<file path="src/rtl/fx2_slavefifo_wr_ctrl_pkg.sv">
// Shared types and constants for the FX2LP slave-FIFO write path.
package fx2_pkg;

  typedef enum logic [2:0] {
    IDLE   = 3'd0,
    RUN    = 3'd1,
    DRAIN  = 3'd2,
    GAP    = 3'd3,
    PKTEND = 3'd4
  } fx2_state_t;

  localparam int         FX2_PKT_DEFAULT = 512;
  localparam logic [1:0] FIFOADR_EP2     = 2'b00;

endpackage

</file>
<file path="src/rtl/fx2_slavefifo_wr_ctrl_rate_div.sv">
// Sample-rate divider: one-cycle strobe every max(decim,1) cycles while enabled.
module fx2_rate_div #(
  parameter int DIV_W = 26
) (
  input  logic             clk,
  input  logic             reset_n,
  input  logic             en,
  input  logic [DIV_W-1:0] decim,
  output logic             strobe
);

  logic [DIV_W-1:0] div_cnt;
  logic [DIV_W-1:0] div_last;

  always_comb begin
    div_last = (decim == '0) ? '0 : decim - DIV_W'(1);
    strobe   = en && (div_cnt == div_last);
  end

  // ">=" so a count stranded above a freshly shrunk decim wraps instead of running to overflow
  always_ff @(posedge clk or negedge reset_n) begin
    if (!reset_n)                        div_cnt <= '0;
    else if (!en || div_cnt >= div_last) div_cnt <= '0;
    else                                 div_cnt <= div_cnt + DIV_W'(1);
  end

endmodule

</file>
<file path="src/rtl/fx2_slavefifo_wr_ctrl.sv">
// FX2LP slave-FIFO write sequencer for the ADC stream (one-sample hold, short-packet PKTEND).
// Build option FX2_TEST_PATTERN_EN: hold loads an 8-bit ramp instead of the ADC sample.
module fx2_slavefifo_wr_ctrl
  import fx2_pkg::*;
#(
  parameter int DIV_W = 26,
  parameter int PKT_W = 10,
  parameter int OVF_W = 16
) (
  input  logic             clk,
  input  logic             reset_n,
  input  logic             run,
  input  logic [DIV_W-1:0] decim,
  input  logic [PKT_W-1:0] pkt_len,
  input  logic [7:0]       sample,
  input  logic             flagn_full,
  output logic [7:0]       fd,
  output logic             slwrn,
  output logic             pktendn,
  output logic             sloen,
  output logic             slrdn,
  output logic [1:0]       fifoadr,
  output logic             busy,
  output logic [OVF_W-1:0] ovf_cnt,
  output logic [2:0]       state_dbg
);

  // Write handshake: a byte moves when hold_valid & flagn_full in RUN/DRAIN;
  // the pins show it one cycle later (slwrn low for exactly one cycle, fd = byte).
  fx2_state_t       state, state_nx;
  logic             strobe;
  logic             wr_go;
  logic             load_hold;
  logic             drop;
  logic [7:0]       hold;
  logic [7:0]       hold_src;
  logic             hold_valid;
  logic [PKT_W-1:0] byte_cnt;
  logic [PKT_W-1:0] pkt_last;

  assign sloen     = 1'b1;
  assign slrdn     = 1'b1;
  assign fifoadr   = FIFOADR_EP2;
  assign state_dbg = state;
  assign pkt_last  = (pkt_len == '0) ? PKT_W'(FX2_PKT_DEFAULT - 1) : pkt_len - PKT_W'(1);

  fx2_rate_div #(.DIV_W(DIV_W)) u_rate_div (
    .clk     (clk),
    .reset_n (reset_n),
    .en      (state == RUN),
    .decim   (decim),
    .strobe  (strobe)
  );

`ifdef FX2_TEST_PATTERN_EN
  logic [7:0] ramp;

  always_ff @(posedge clk or negedge reset_n) begin
    if (!reset_n)       ramp <= '0;
    else if (load_hold) ramp <= ramp + 8'd1;
  end

  assign hold_src = ramp;
`else
  assign hold_src = sample;
`endif

  always_comb begin
    wr_go     = hold_valid && flagn_full && (state == RUN || state == DRAIN);
    // a write frees the hold on the same edge, so a coincident strobe is never lost
    load_hold = strobe && (!hold_valid || wr_go);
    drop      = strobe && hold_valid && !wr_go;
    state_nx  = state;
    case (state)
      IDLE:    if (run) state_nx = RUN;
      RUN:     if (!run) state_nx = DRAIN;
      DRAIN:   if (!hold_valid) state_nx = (byte_cnt != '0) ? GAP : IDLE;
      GAP:     state_nx = PKTEND;
      PKTEND:  state_nx = IDLE;
      default: state_nx = IDLE;
    endcase
  end

  always_ff @(posedge clk or negedge reset_n) begin
    if (!reset_n) begin
      state      <= IDLE;
      hold       <= '0;
      hold_valid <= 1'b0;
      byte_cnt   <= '0;
      ovf_cnt    <= '0;
      fd         <= '0;
      slwrn      <= 1'b1;
      pktendn    <= 1'b1;
      busy       <= 1'b0;
    end else begin
      state   <= state_nx;
      busy    <= (state_nx != IDLE);
      slwrn   <= !wr_go;
      pktendn <= (state_nx != PKTEND);
      if (wr_go) fd <= hold;

      if (load_hold) begin
        hold       <= hold_src;
        hold_valid <= 1'b1;
      end else if (wr_go) begin
        hold_valid <= 1'b0;
      end

      if (drop && ovf_cnt != '1) ovf_cnt <= ovf_cnt + OVF_W'(1);

      // full packets are auto-committed by the FX2, so the count simply wraps
      if (state == PKTEND)  byte_cnt <= '0;
      else if (wr_go)       byte_cnt <= (byte_cnt == pkt_last) ? '0 : byte_cnt + PKT_W'(1);
    end
  end

endmodule

</file>
<file path="config.mk">
export PLATFORM = sky130hd
export DESIGN_NAME = fx2_slavefifo_wr_ctrl
export DESIGN_NICKNAME = d
export VERILOG_FILES = /design/src/rtl/fx2_slavefifo_wr_ctrl_pkg.sv /design/src/rtl/fx2_slavefifo_wr_ctrl_rate_div.sv /design/src/rtl/fx2_slavefifo_wr_ctrl.sv
export SDC_FILE = /design/constraint.sdc
export NUM_CORES = 1
export LEC_CHECK = 0
export ABC_CLOCK_PERIOD_IN_PS = 3450
export CAP_MARGIN = 10
export CORE_AREA = 2 2 116 118
export CTS_BUF_LIST = sky130_fd_sc_hd__clkbuf_4
export DETAILED_ROUTE_END_ITERATION = 7
export DIE_AREA = 0 0 118 120
export GPL_TIMING_DRIVEN = 0
export PLACE_DENSITY = 0.61
export REMOVE_ABC_BUFFERS = 1
export SLEW_MARGIN = 5
export SYNTH_ARGS = -nofsm -noshare
export SYNTH_HDL_FRONTEND = slang
export SYNTH_HIERARCHICAL = 1
export SYNTH_SLANG_ARGS = --single-unit
</file>
<file path="constraint.sdc">
create_clock -name clk -period 3.45 [get_ports clk]
set_input_delay 0.69 -clock clk [delete_from_list [all_inputs] [get_ports clk]]
set_output_delay 0.69 -clock clk [all_outputs]
set_load 0.02 [all_outputs]
</file>
==> results.sh <==
export IMPL_fin_nets=752
export IMPL_die_w_um=118
export IMPL_ys_types=59
export IMPL_endpoint_kind="flip-flop"
export IMPL_firstDrtPassIters=4
export IMPL_areaGrowthSynthToFinish_pct=35.0
export IMPL_yosys_cell_count_top_type="nand2_1"
export IMPL_finalCritPeriodShare_pct=122
export IMPL_grt_first_pass_wirelength_um=20800
export IMPL_syn_inst=568
export IMPL_power_mw=1.87
export IMPL_nFillCells=1181
export IMPL_grt_start_max_net_pins=53
export IMPL_antenna_found_initial=0
export IMPL_cts_tree="yes"
export IMPL_syn_cell_area_um2=5040
export IMPL_vias_per_cell=5.28
export IMPL_syn_area_per_cell_um2=8.88
export IMPL_cts_root_buffer="clkbuf_4"
export IMPL_drc=0
export IMPL_ys_top_cells_by_area="dfrtp_1 (36%), ha_1 (7.9%), xor2_1 (6.8%)"
export IMPL_worst_ep_arrival_time_ns=4.54
export IMPL_peakVddDrop_mv=0.281
export IMPL_yosys_top_cells_count="nand2_1 (84), dfrtp_1 (73), nor3_1 (44), xor2_1 (39), nand3_1 (36)"
export IMPL_h_tree_depth=3
export IMPL_cts_sinks=75
export IMPL_dp_hpwl_um=8640
export IMPL_rsz0062_at_grt="true"
export IMPL_setup_violations=51
export IMPL_powerDensity_nw_per_um2=274
export IMPL_violations="setup timing"
export IMPL_max_cap_viol_count=0
export IMPL_gp_congestion=0.775
export IMPL_reg2reg_depth=6
export IMPL_worstSetupStartpoint="decim[13]"
export IMPL_track_usage_pct=17.6
export IMPL_num_vias=4502
export IMPL_hold_viol=0
export IMPL_start_util_pct=38.9
export IMPL_setup_ws_ns=-0.776
export IMPL_yosysTopAreaCell="dfrtp_1"
export IMPL_skew_ns=0.0183
export IMPL_grt_pass1_vias=4465
export IMPL_multiInputGateArea_um2=3340
export IMPL_die_height_um=120
export IMPL_worstSkewPairLatency_ns=0.42
export IMPL_yosysTopAreaCellShare_pct=36.2
export IMPL_n_antenna_cell=0
export IMPL_clk_path_buf_depth=2
export IMPL_tightest_slew_ns=1.21
export IMPL_worstPathRequired_ns=3.76
export IMPL_row_count=42
export IMPL_maxSlewViolCount=0
export IMPL_max_slew_margin_pct=18.8
export IMPL_async_reset_ff_share_pct=100
export IMPL_synth_flop_cell="dfrtp_1"
export IMPL_post_drt_wl_per_cell_um=14.3
export IMPL_clk_pin_slew_worst_paths_ns=0.14
export IMPL_min_path_type="primary input to async pin"
export IMPL_fin_crit_ns=4.23
export IMPL_synth_edf_count=0
export IMPL_max_freq_ghz=0.237
export IMPL_drt_iter0_drc=130
export IMPL_ff_latch_area_um2=1880
export IMPL_ys_warn_count=6
export IMPL_p_leak_nw=2.97
export IMPL_port_buffers=77
export IMPL_numCtsBuffers=9
export IMPL_r2r_start="state_dbg[1]$_DFF_PN0_"
export IMPL_ys_seq_elements=75
export IMPL_io_pin_count=82
export IMPL_outcome="finished, violations left"
export IMPL_r2r_slack_ns=0.66
export IMPL_start_kind="primary input"
export IMPL_critPathMaxFanout=4
export IMPL_finalWirelength_um=12200
export IMPL_seq_area_frac_synth_pct=37.3
export IMPL_drt_antenna_violating_nets=0
export IMPL_final_cell_area_um2=6810
export IMPL_dpl_cell_area_um2=5990
export IMPL_coreArea_um2=13000
export IMPL_r2r_end="byte_cnt[6]$_DFFE_PN0P_"
export IMPL_dieArea_um2=14200
export IMPL_layout_drive_gt1_share_pct=19.6
export IMPL_endpoint="ovf_cnt[1]$_DFFE_PN0P_"
export IMPL_overflow=0
export IMPL_crit_type="primary input to flip-flop"
export IMPL_cts_hold_buffers=0
-- cell type report --
class | count | area share, %
clock buffer | 10 | 1.10
timing repair buffer | 112 | 16.2
multi-input combinational | 454 | 49.1
sequential | 75 | 27.6
clock inverter | 6 | 1.67
inverter | 20 | 1.10
tap | 176 | 3.24
-- sequential cells by signal (all words and copies together), names as in the netlist --
name	cells
byte_cnt	10
hold_valid	1
u_rate_div/div_cnt	26
busy	1
hold	8
fd	8
slwrn	1
ovf_cnt	16
state_dbg	3
pktendn	1
-- power breakdown --
part	internal, mW	switching, mW
combinational	0.133	0.140
clock	0.376	0.321
sequential	0.887	0.0111
total	1.40	0.472
-- worst min path at each step --
stage	slack, ns	start	end
2_1_floorplan	0.39	reset_n	busy$_DFF_PN0_
3_3_place_gp	0.44	hold[1]$_DFFE_PN0P_	fd[1]$_DFFE_PN0P_
3_5_place_dp	0.45	hold[1]$_DFFE_PN0P_	fd[1]$_DFFE_PN0P_
4_1_cts	0.12	reset_n	hold[0]$_DFFE_PN0P_
5_1_grt	0.13	reset_n	hold[0]$_DFFE_PN0P_
6_report	0.14	reset_n	hold[0]$_DFFE_PN0P_
-- cell families after synthesis --
group	count (synthesis)	synth area share, %
simple gates	285	30.0
flops	75	37.3
xor+xnor	68	11.8
compound gates	52	6.48
buf+inv	42	3.80
fa+ha+maj	32	7.94
mux	12	2.60
other cells	2	0.149
-- placed cells by master, fill, tap and decap left out, types with 10 or more instances in the layout --
master	n
a21oi_1	14
buf_4	24
buf_6	10
clkbuf_4	10
clkdlybuf4s50_1	66
dfrtp_1	73
ha_1	30
inv_1	19
nand2_1	76
nand3_1	32
nand4_1	16
nor2_1	31
nor3_1	25
nor3_2	16
nor4_1	13
o21ai_0	12
xnor2_1	27
xor2_1	39
-- critical path, stage by stage --
cell and delay [ns]:
buf_6 0.09, or4_4 0.55, or4_4 0.46, or4_4 0.50, nor3b_2 0.19, a21oi_2 0.05
ha_1 0.29, nand4_1 0.17, nor4_4 0.37, nand2_2 0.14, nor4_4 0.24, nand3_4 0.18
buf_4 0.18, nor2_4 0.11, mux2_4 0.31
-- layer usage --
layer	vias to the layer above	share of wire [%]	GRT usage [%]
li1	2222	-	-
met1	2191	45	22.6
met2	78	50	30.7
met3	11	3.9	4.13
met4	0	0.90	3.31
met5	-	0	0
-- timing repair --
item / 4_1_cts / 5_1_grt
pin swaps: 28 / 27
resized for setup: 78 / 28
buffers inserted: 24 / 6
cloned: 0 / 2
setup endpoints to repair: 51 / 51
-- per-stage QoR --
| step | setup slack, ns | hold slack [ns] | util [%] | instances | TNS [ns] |
|---|---|---|---|---|---|
| after floorplan | -1.37 | 0.394 | - | 548 | -56.33 |
| after global placement | -2.89 | 0.442 | 45.7 | 801 | -191.96 |
| after detailed placement | -2.92 | 0.449 | 46.1 | 805 | -106.15 |
| after CTS | -0.863 | 0.118 | 51.1 | 845 | -28.84 |
| after global routing | -0.879 | 0.131 | 52.4 | 853 | -36.49 |
| final | -0.776 | 0.142 | 52.4 | 853 | -32.09 |
Power figures use the tool's default switching activity.
